--- config.mk ---
export PLATFORM = sky130hd
export DESIGN_NAME = qspi_access_arb
export DESIGN_NICKNAME = d
export VERILOG_FILES = /design/src/rtl/qspi_arb_pkg.sv /design/src/rtl/qspi_arb_timer.sv /design/src/rtl/qspi_access_arb.sv
export SDC_FILE = /design/constraint.sdc
export NUM_CORES = 1
export LEC_CHECK = 0
export CAP_MARGIN = 25
export CORE_ASPECT_RATIO = 1.75
export CORE_MARGIN = 2
export CORE_UTILIZATION = 30
export DETAILED_ROUTE_END_ITERATION = 6
export SYNTH_ARGS = -nofsm -noshare
export SYNTH_HDL_FRONTEND = slang
export SYNTH_SLANG_ARGS = --single-unit
--- constraint.sdc ---
create_clock -name h_clk -period 5.7 [get_ports h_clk]
set_clock_uncertainty 0.2 [all_clocks]
set_input_delay 0.57 -clock h_clk [delete_from_list [all_inputs] [get_ports h_clk]]
set_output_delay 0.57 -clock h_clk [all_outputs]
set_load 0.005 [all_outputs]
--- src/rtl/qspi_arb_pkg.sv ---
// Shared types and constants for the QSPI access arbiter.
// State/owner encodings plus a counter-width helper.
package qspi_arb_pkg;

  typedef enum logic [1:0] {
    IDLE,
    LAUNCH,
    BUSY,
    DONE
  } arb_state_t;

  typedef enum logic {
    OWN_XIP,
    OWN_IND
  } owner_t;

  localparam logic [7:0] XIP_CMD_DEF = 8'hEB;

  // Width needed to hold the larger of two counts.
  function automatic int cnt_w(
    input int a,
    input int b
  );
    int m;
    m = (a > b) ? a : b;
    if (m < 1) m = 1;
    return $clog2(m + 1);
  endfunction

endpackage

--- src/rtl/qspi_arb_timer.sv ---
// Shared down-counter: CS-gap timer in IDLE, launch watchdog in LAUNCH.
// Ports: clk, rst_n, load, load_val, en (decrement), zero (count is 0).
module qspi_arb_timer #(
  parameter int W = 4
) (
  input  logic         clk,
  input  logic         rst_n,
  input  logic         load,
  input  logic [W-1:0] load_val,
  input  logic         en,
  output logic         zero
);

  logic [W-1:0] cnt;

  always_ff @(posedge clk or negedge rst_n) begin
    if (!rst_n) begin
      cnt <= '0;
    end else if (load) begin
      cnt <= load_val;
    end else if (en && (cnt != '0)) begin
      cnt <= cnt - W'(1);
    end
  end

  assign zero = (cnt == '0);

endmodule

--- src/rtl/qspi_access_arb.sv ---
// Arbitrates the QSPI engine between XIP bursts and indirect commands.
// Ports: xip_* / ind_* requesters, qspi_busy_in, seq_* payload, err.
module qspi_access_arb
  import qspi_arb_pkg::*;
#(
  parameter int         ADDR_W     = 32,
  parameter int         LEN_W      = 8,
  parameter logic [7:0] XIP_CMD    = XIP_CMD_DEF,
  parameter int         STARVE_LIM = 16,
  parameter int         CS_GAP     = 2,
  parameter int         START_TO   = 8
) (
  input  logic              h_clk,
  input  logic              h_rstn,
  input  logic              xip_req_in,
  input  logic [ADDR_W-1:0] xip_addr_in,
  input  logic [LEN_W-1:0]  xip_len_in,
  input  logic              xip_abort_in,
  output logic              xip_gnt_out,
  output logic              xip_done_out,
  input  logic              ind_req_in,
  input  logic [ADDR_W-1:0] ind_addr_in,
  input  logic [LEN_W-1:0]  ind_len_in,
  input  logic [7:0]        ind_cmd_in,
  output logic              ind_gnt_out,
  output logic              ind_done_out,
  input  logic              qspi_busy_in,
  output logic              start_new_xip_seq_out,
  output logic [ADDR_W-1:0] seq_addr_out,
  output logic [LEN_W-1:0]  seq_len_out,
  output logic [7:0]        seq_cmd_out,
  output logic              seq_is_ind_out,
  output logic              seq_abort_out,
  output logic              arb_err_out,
  input  logic              err_clr_in
);

  localparam int TW = cnt_w(CS_GAP, START_TO);
  localparam int SW = $clog2(STARVE_LIM + 1);

  localparam logic [TW-1:0] GAP_V = TW'(CS_GAP);
  // Watchdog counts down to zero, so START_TO
  // launch cycles need START_TO-1 loaded.
  localparam logic [TW-1:0] TO_V =
    TW'((START_TO > 0) ? START_TO - 1 : 0);
  localparam logic [SW-1:0] SLIM = SW'(STARVE_LIM);

  arb_state_t    state;
  owner_t        owner;
  logic [SW-1:0] starve_cnt;

  logic tmr_zero;
  logic tmr_load;
  logic tmr_en;
  logic [TW-1:0] tmr_val;

  logic grant;
  logic pick_ind;
  logic ind_win;
  logic xip_abt;
  logic to_hit;

  always_comb begin
    pick_ind = 1'b0;
    grant    = 1'b0;
    if (ind_req_in && (starve_cnt >= SLIM))
      pick_ind = 1'b1;
    else if (!xip_req_in && ind_req_in)
      pick_ind = 1'b1;
    if ((state == IDLE) && tmr_zero)
      grant = xip_req_in || ind_req_in;
  end

  assign ind_win = grant && pick_ind;

  // Abort only matters for an XIP owner mid-sequence.
  assign xip_abt = xip_abort_in &&
                   (owner == OWN_XIP) &&
                   ((state == LAUNCH) ||
                    (state == BUSY));

  assign to_hit = (state == LAUNCH) &&
                  !qspi_busy_in &&
                  !xip_abt &&
                  tmr_zero;

  always_comb begin
    tmr_load = 1'b0;
    tmr_val  = TO_V;
    if (state == DONE) begin
      tmr_load = 1'b1;
      tmr_val  = GAP_V;
    end else if (grant) begin
      tmr_load = 1'b1;
      tmr_val  = TO_V;
    end
  end

  assign tmr_en = (state == IDLE) ||
                  (state == LAUNCH);

  qspi_arb_timer #(
    .W (TW)
  ) u_timer (
    .clk      (h_clk),
    .rst_n    (h_rstn),
    .load     (tmr_load),
    .load_val (tmr_val),
    .en       (tmr_en),
    .zero     (tmr_zero)
  );

  always_ff @(posedge h_clk or negedge h_rstn) begin
    if (!h_rstn) begin
      starve_cnt <= '0;
    end else if (!ind_req_in || ind_win) begin
      starve_cnt <= '0;
    end else if (starve_cnt < SLIM) begin
      starve_cnt <= starve_cnt + SW'(1);
    end
  end

  // A timeout in the same cycle as a clear wins.
  always_ff @(posedge h_clk or negedge h_rstn) begin
    if (!h_rstn) begin
      arb_err_out <= 1'b0;
    end else if (to_hit) begin
      arb_err_out <= 1'b1;
    end else if (err_clr_in) begin
      arb_err_out <= 1'b0;
    end
  end

  always_ff @(posedge h_clk or negedge h_rstn) begin
    if (!h_rstn) begin
      state                 <= IDLE;
      owner                 <= OWN_XIP;
      xip_gnt_out           <= 1'b0;
      ind_gnt_out           <= 1'b0;
      xip_done_out          <= 1'b0;
      ind_done_out          <= 1'b0;
      start_new_xip_seq_out <= 1'b0;
      seq_addr_out          <= '0;
      seq_len_out           <= '0;
      seq_cmd_out           <= '0;
      seq_abort_out         <= 1'b0;
    end else begin
      xip_gnt_out  <= 1'b0;
      ind_gnt_out  <= 1'b0;
      xip_done_out <= 1'b0;
      ind_done_out <= 1'b0;
      unique case (state)
        IDLE: begin
          if (grant) begin
            start_new_xip_seq_out <= 1'b1;
            state <= LAUNCH;
            if (pick_ind) begin
              ind_gnt_out  <= 1'b1;
              owner        <= OWN_IND;
              seq_addr_out <= ind_addr_in;
              seq_len_out  <= ind_len_in;
              seq_cmd_out  <= ind_cmd_in;
            end else begin
              xip_gnt_out  <= 1'b1;
              owner        <= OWN_XIP;
              seq_addr_out <= xip_addr_in;
              seq_len_out  <= xip_len_in;
              seq_cmd_out  <= XIP_CMD;
            end
          end
        end
        LAUNCH: begin
          if (qspi_busy_in) begin
            start_new_xip_seq_out <= 1'b0;
            state <= BUSY;
            if (xip_abt)
              seq_abort_out <= 1'b1;
          end else if (xip_abt || tmr_zero) begin
            start_new_xip_seq_out <= 1'b0;
            state        <= DONE;
            xip_done_out <= (owner == OWN_XIP);
            ind_done_out <= (owner == OWN_IND);
          end
        end
        BUSY: begin
          if (xip_abt)
            seq_abort_out <= 1'b1;
          if (!qspi_busy_in) begin
            state        <= DONE;
            xip_done_out <= (owner == OWN_XIP);
            ind_done_out <= (owner == OWN_IND);
          end
        end
        DONE: begin
          seq_abort_out <= 1'b0;
          state         <= IDLE;
        end
      endcase
    end
  end

  assign seq_is_ind_out = (owner == OWN_IND);

endmodule

==> results.md, run 1 <==
• result of the run: finished clean
• DP Area: 0.00465 mm^2
• all-layer global routing usage: 16.0%
• Worst VDD drop: 236 uV
• buffer type at the clock tree root: clkbuf_16
• fraction of final layout cells with drive strength greater than 1: 5.07%
• number of DRC violations after detailed routing: 0
• Core Footprint: 0.00991 mm^2
• Pwr per Cell Area: 480 mW/mm^2
• antenna violations before repair: 0
• relative area change from synthesis to final layout: 62.0%
• required time worst endpoint: 5690 ps
• number of antenna-violating nets in the routed design: 0
• routability cong.: 0.772
• EDFF count, synth: 0
• largest cells by area after synthesis: dfrtp_1, nand2_1, a31oi_1
• global route total overflow: 0
• number of placed I/O pins: 151
• Startpoint Class: flop
• Fin Setup TNS: 0 ps
• mean area per synthesized cell: 8.89 um^2
• clk sink count: 67
• TritonCTS clock tree: built
• most area-hungry cell type in the Yosys netlist: dfrtp_1
• CTS Buffer Depth: 2
• share of the synthesized netlist area taken by xor and xnor gates: 1.42%
• post-DR vias/cell: 4.69
• Synth top area share: 54.5%
• Iteration-0 DRC Markers: 125
• vias in the first global route: 2870
• beginning of the critical path: u_timer.cnt[0]
• adder and majority gate portion of the synthesized area: 2.85%
• Routed WL per cell: 14.1 um
• pin count of the biggest net entering global routing: 68
• clk slew on worst S/H paths: 60 ps
• post-synthesis mux area share: 0.692%
• number of CTS-inserted buffers: 9
• distinct cell type count of the synthesized netlist: 36
• worst endpoint data arrival time: 2690 ps
• routed vias: 2899
• Final Net Count: 590
• final core utilization: 50.3%
• wire length of the first global-routing pass: 13.6 mm
• number of instances in the synthesized netlist: 346
• sequential cell area fraction in the yosys report: 54.5%
• dominant combinational cell family by area after synthesis: simple AND/OR/NAND/NOR gates
• synthesized-area fraction occupied by ao, oa, aoi and oai cells: 13.3%
• critical path start-end classification: reg -> reg
• Design Area, Final: 0.00498 mm^2
• maxcap violations: 0
• FF-to-FF End: starve_cnt[0]
• first-pass iteration count of the detailed router: 4
• crit end category: flop
• cell area after synthesis: 0.00308 mm^2
• type of the most critical hold path: in -> async
• Worst path top cell family by delay: simple AND/OR/NAND/NOR gates
• CP cell instances: inv_1 > ha_1 > nor3b_1 > nand3b_1 > o21ai_0 > nor2_1
• post-layout min period: 2690 ps
• number of rows created at floorplan: 48
• leakage power figure: 2.14 nW
• Synthesis Warnings: 0
• non-filler cells, final: 618
• Worst R2R Path Depth: 6
• Resized cells post-CTS: 0
• Die Width: 80.5 um
• Max-Slew Margin vs Limit: 37.6%
• leading cell type by number of instances after synthesis: nand2_1
• setup bufs post-CTS: 0
• Max FO, Critical Path: 15
• count of H-tree levels built during CTS: 3
• most used flip-flop cell after synthesis: dfrtp_1
• estimated wirelength of the detail-placed design: 6.18 mm
• CP bufs+invs: 1
• simple logic cell fraction of the synthesized area: 23.1%
• clock insertion delay at the later pin of the skew report: 330 ps
• Synth top cells by count: nand2_1, dfrtp_1, nor2_1
• overall die area: 0.0111 mm^2
• die extent in y: 138 um
• max-slew violation count: 0
• Setup-failing EPs final: 0
• async set-or-reset flop fraction in the synthesized netlist: 100%
• transition time at the pin with the least slew margin: 933 ps
• Final Hold Viols: 0
• hold-fix buffers at CTS: 0
• setup repair after global routing missed its margin: false
• Synth Register Bits: 67
• number of nets produced by synthesis: 448
• buffers added on ports: 150
• Antenna Cells: 0
• total length of routed wires: 8.71 mm
• reg2reg setup slack: 3010 ps
• source of the worst register-to-register timing path: u_timer.cnt[0]
• Max Fclk: 0.371 GHz
• standard cell with the maximum stage delay on the critical path: o21ai_0
• longest individual stage delay on the worst path: 590 ps
• instance count after placement with tap cells included: 602
• Initial Util: 31.0%
• final clock period utilization by the worst path: 47.3%
registers in the layout, summed over array words and instances (netlist names):
signal and cells:
seq_addr_out 32, seq_cmd_out 8, seq_len_out 8, starve_cnt 5
u_timer.cnt 4, state 2, arb_err_out 1, ind_done_out 1
ind_gnt_out 1, seq_abort_out 1, seq_is_ind_out 1, start_new_xip_seq_out 1
xip_done_out 1, xip_gnt_out 1
stage by stage:
stage	worst slack [ps]	total power, mW	hold slack [ps]
after floorplan	3650	1.24	74.4
after global placement	2920	1.79	257
after detailed placement	2820	1.81	257
after CTS	2920	2.43	266
after global routing	2720	2.57	298
final	3010	2.39	237
per-layer routing:
layer / part of all wire [%] / track usage [%] / up-vias
met3: 6.8 / 4.82 / 11
met1: 38 / 17.3 / 1348
li1: - / - / 1448
met4: 1.8 / 7.06 / 0
met5: 0 / 0 / -
met2: 53 / 28.6 / 92
cells in the final DEF (no fill, tap or decap), types with 2 or more instances in the layout:
cell,count
buf_4,3
nor2_1,52
o21ai_0,11
nand2_1,98
ha_1,7
xor2_1,3
a21oi_1,9
inv_1,5
o211ai_1,2
xnor2_1,2
clkbuf_16,9
nor3_1,3
clkbuf_8,2
bufinv_16,2
nor2b_1,3
clkdlybuf4s50_1,149
nand3_1,2
a31oi_1,40
dfrtp_1,67
cell families after synthesis:
| family | Yosys count |
|---|---|
| multiplexers | 2 |
| AO/OA/AOI/OAI | 67 |
| flip-flops | 67 |
| XOR/XNOR | 5 |
| AND/OR/NAND/NOR | 171 |
| buffers and inverters | 27 |
| adder cells (fa/ha/maj) | 7 |
power breakdown:
group	internal [mW]	switching [mW]	leakage [nW]
clock network	0.406	0.200	0.159
registers	0.692	0.117	0.799
logic	0.586	0.393	1.19
layout make-up:
type | count | area (um^2)
clock buffer | 12 | 256
clock inverter | 4 | 72.6
fill | 972 | 4930
inverter | 5 | 18.8
multi-input combinational | 252 | 1280
sequential | 67 | 1680
tap | 125 | 156
timing repair buffer | 153 | 1520
worst max path at each step:
stage | depth (start not counted) | slack, ps | endpoint
after floorplan | 5 | 3650 | state[1]
after global placement | 4 | 2920 | starve_cnt[2]
after detailed placement | 5 | 2820 | starve_cnt[0]
after CTS | 6 | 2920 | starve_cnt[0]
after global routing | 6 | 2720 | starve_cnt[2]
final | 6 | 3010 | starve_cnt[0]
(Power assumes the default switching activity.)
==> inputs of run 2 (changes only) <==
==> constraint.sdc (replaced) <==
create_clock -name h_clk -period 2.2 [get_ports h_clk]
set_clock_uncertainty 0.2 [all_clocks]
set_input_delay 0.22 -clock h_clk [delete_from_list [all_inputs] [get_ports h_clk]]
set_output_delay 0.22 -clock h_clk [all_outputs]
set_load 0.005 [all_outputs]
==> run 2 against run 1 <==
Compared with the run above:
- final area is 5.0% higher
- cell count is 2.8% higher
- utilization is 2.5 points higher
- combinational power grew to 2.9 times the previous value
- clock power is 110% higher
- setup slack worse by 3000 ps
- non-clock buffer count is 18 higher
- critical path depth is 2 higher
- largest power group unchanged
- largest cell class is now buffers
==> results.md, run 2 (synthesized netlist as in run 1, its figures left out) <==
• count of H-tree levels built during CTS: 3
• buffer type at the clock tree root: clkbuf_16
• crit end category: flop
• Initial Util: 31.0%
• critical path start-end classification: reg -> reg
• max FFs per register: 32
• total length of routed wires: 9.71 mm
• Die Width: 80.5 um
• worst endpoint data arrival time: 2210 ps
• post-DR vias/cell: 4.77
• number of rows created at floorplan: 48
• number of placed I/O pins: 151
• Storage cell area: 0.00168 mm^2
• standard cell with the maximum stage delay on the critical path: or3b_4
• total area of multi-input combinational cells: 0.00130 mm^2
• longest individual stage delay on the worst path: 430 ps
• post-layout min period: 2170 ps
• Final Hold Viols: 0
• die extent in y: 138 um
• antenna violations before repair: 0
• number of CTS-inserted buffers: 9
• reg2reg setup slack: 30 ps
• clk slew on worst S/H paths: 50 ps
• type of the most critical hold path: in -> async
• Core Footprint: 0.00991 mm^2
• CTS Buffer Depth: 2
• relative area change from synthesis to final layout: 70.1%
• most common library cell in the layout ignoring fill and taps: clkdlybuf4s50_1
• Setup-failing EPs final: 0
• fillers: 944
• Max FO, Critical Path: 11
• routability cong.: 0.748
• first-pass iteration count of the detailed router: 4
• Fin Setup TNS: 0 ps
• Startpoint Class: flop
• wire length of the first global-routing pass: 14.0 mm
• TritonCTS clock tree: built
• pin count of the biggest net entering global routing: 68
• required time worst endpoint: 2240 ps
• all-layer global routing usage: 16.5%
• overall power after layout: 6.20 mW
• estimated wirelength of the detail-placed design: 6.62 mm
• Final Net Count: 608
• final clock period utilization by the worst path: 98.5%
• beginning of the critical path: u_timer.cnt[1]
• FF-to-FF End: seq_addr_out[9]
• Antenna Cells: 0
• Max Fclk: 0.461 GHz
• Worst R2R Path Depth: 8
• Worst VDD drop: 534 uV
• max-slew violation count: 0
• overall die area: 0.0111 mm^2
• CP cell instances: inv_2 > ha_4 > or3b_4 > nor3b_4 > buf_12 > clkbuf_16 > nor2_1 > a31oi_1
• clock insertion delay at the later pin of the skew report: 320 ps
• Iteration-0 DRC Markers: 150
• routed vias: 3027
• Max-Slew Margin vs Limit: 41.3%
• fraction of final layout cells with drive strength greater than 1: 8.63%
• clk sink count: 67
• transition time at the pin with the least slew margin: 880 ps
• maxcap violations: 0
• Routed WL per cell: 15.3 um
• vias in the first global route: 2992
• leading cell types in the layout, fill and taps excluded: clkdlybuf4s50_1, nand2_1, dfrtp_1
• result of the run: finished clean
• leakage power figure: 2.26 nW
• number of DRC violations after detailed routing: 0
• global route total overflow: 0
• Largest Register: seq_addr_out
• number of antenna-violating nets in the routed design: 0
• buffers added on ports: 150
• biggest registers after layout: seq_addr_out (32), seq_cmd_out (8), seq_len_out (8)
• source of the worst register-to-register timing path: u_timer.cnt[1]
• Pwr per Cell Area: 1190 mW/mm^2
==> run 2: cell count changes in the layout (fill, tap and decap cells not counted), sizes merged <==
cell and delta:
buf +13, clkbuf +4, bufinv -2, clkinv +2
clkinvlp -1, dlygate4sd3 +1
==> run 2: stage by stage <==
step	util (%)	cells	cell area [um^2]	setup slack (ps)	hold slack [ps]
floorplan	-	346	3080	149	-276
global route	52.8	635	5230	-52.1	260
detailed placement	48.4	613	4800	24.1	72.0
global placement	48.4	613	4800	65.7	72.5
CTS	51.2	629	5070	31.5	240
finish	52.8	635	5230	32.3	253
==> run 2: layer usage <==
metal	part of all wire [%]	vias up	GRT usage [%]
met5	0	-	0
met4	1.8	0	7.34
met3	5.7	11	4.43
met2	56	98	30.2
met1	36	1434	17.2
li1	-	1484	-
==> run 2: worst max-delay path: cells and delay by family (launching register included) <==
| family | cells | cell delay [ps] |
|---|---|---|
| simple gates | 3 | 750 |
| buf+inv | 3 | 450 |
| flops | 1 | 400 |
| compound gates | 1 | 150 |
| fa+ha+maj | 1 | 130 |
==> run 2: worst max path at each step <==
stage	endpoint	slack, ps
3_3_place_gp	seq_addr_out[1]	70
3_5_place_dp	seq_addr_out[9]	20
5_1_grt	seq_addr_out[22]	-50
2_1_floorplan	state[1]	150
6_report	seq_addr_out[9]	30
4_1_cts	seq_addr_out[9]	30
==> run 2: final cells by class <==
type | count | area share (%)
Multi-Input combinational cell | 252 | 24.9
Tap cell | 125 | 2.99
Inverter | 5 | 0.359
Timing Repair Buffer | 171 | 34.7
Clock buffer | 12 | 4.71
Clock inverter | 3 | 0.287
Sequential cell | 67 | 32.0
==> run 2: where the power goes <==
group / internal [mW] / switching [mW]
Sequential: 1.79 / 0.317
Clock: 0.781 / 0.492
Combinational: 1.72 / 1.11
Total: 4.29 / 1.91
==> run 2: timing repair <==
item / 4_1_cts / 5_1_grt
buffers inserted: 0 / 2
gates resized for setup: 0 / 7
endpoints found under the hold margin: 67 / 0
hold buffers: 1 / 0
setup endpoints to repair: 0 / 54
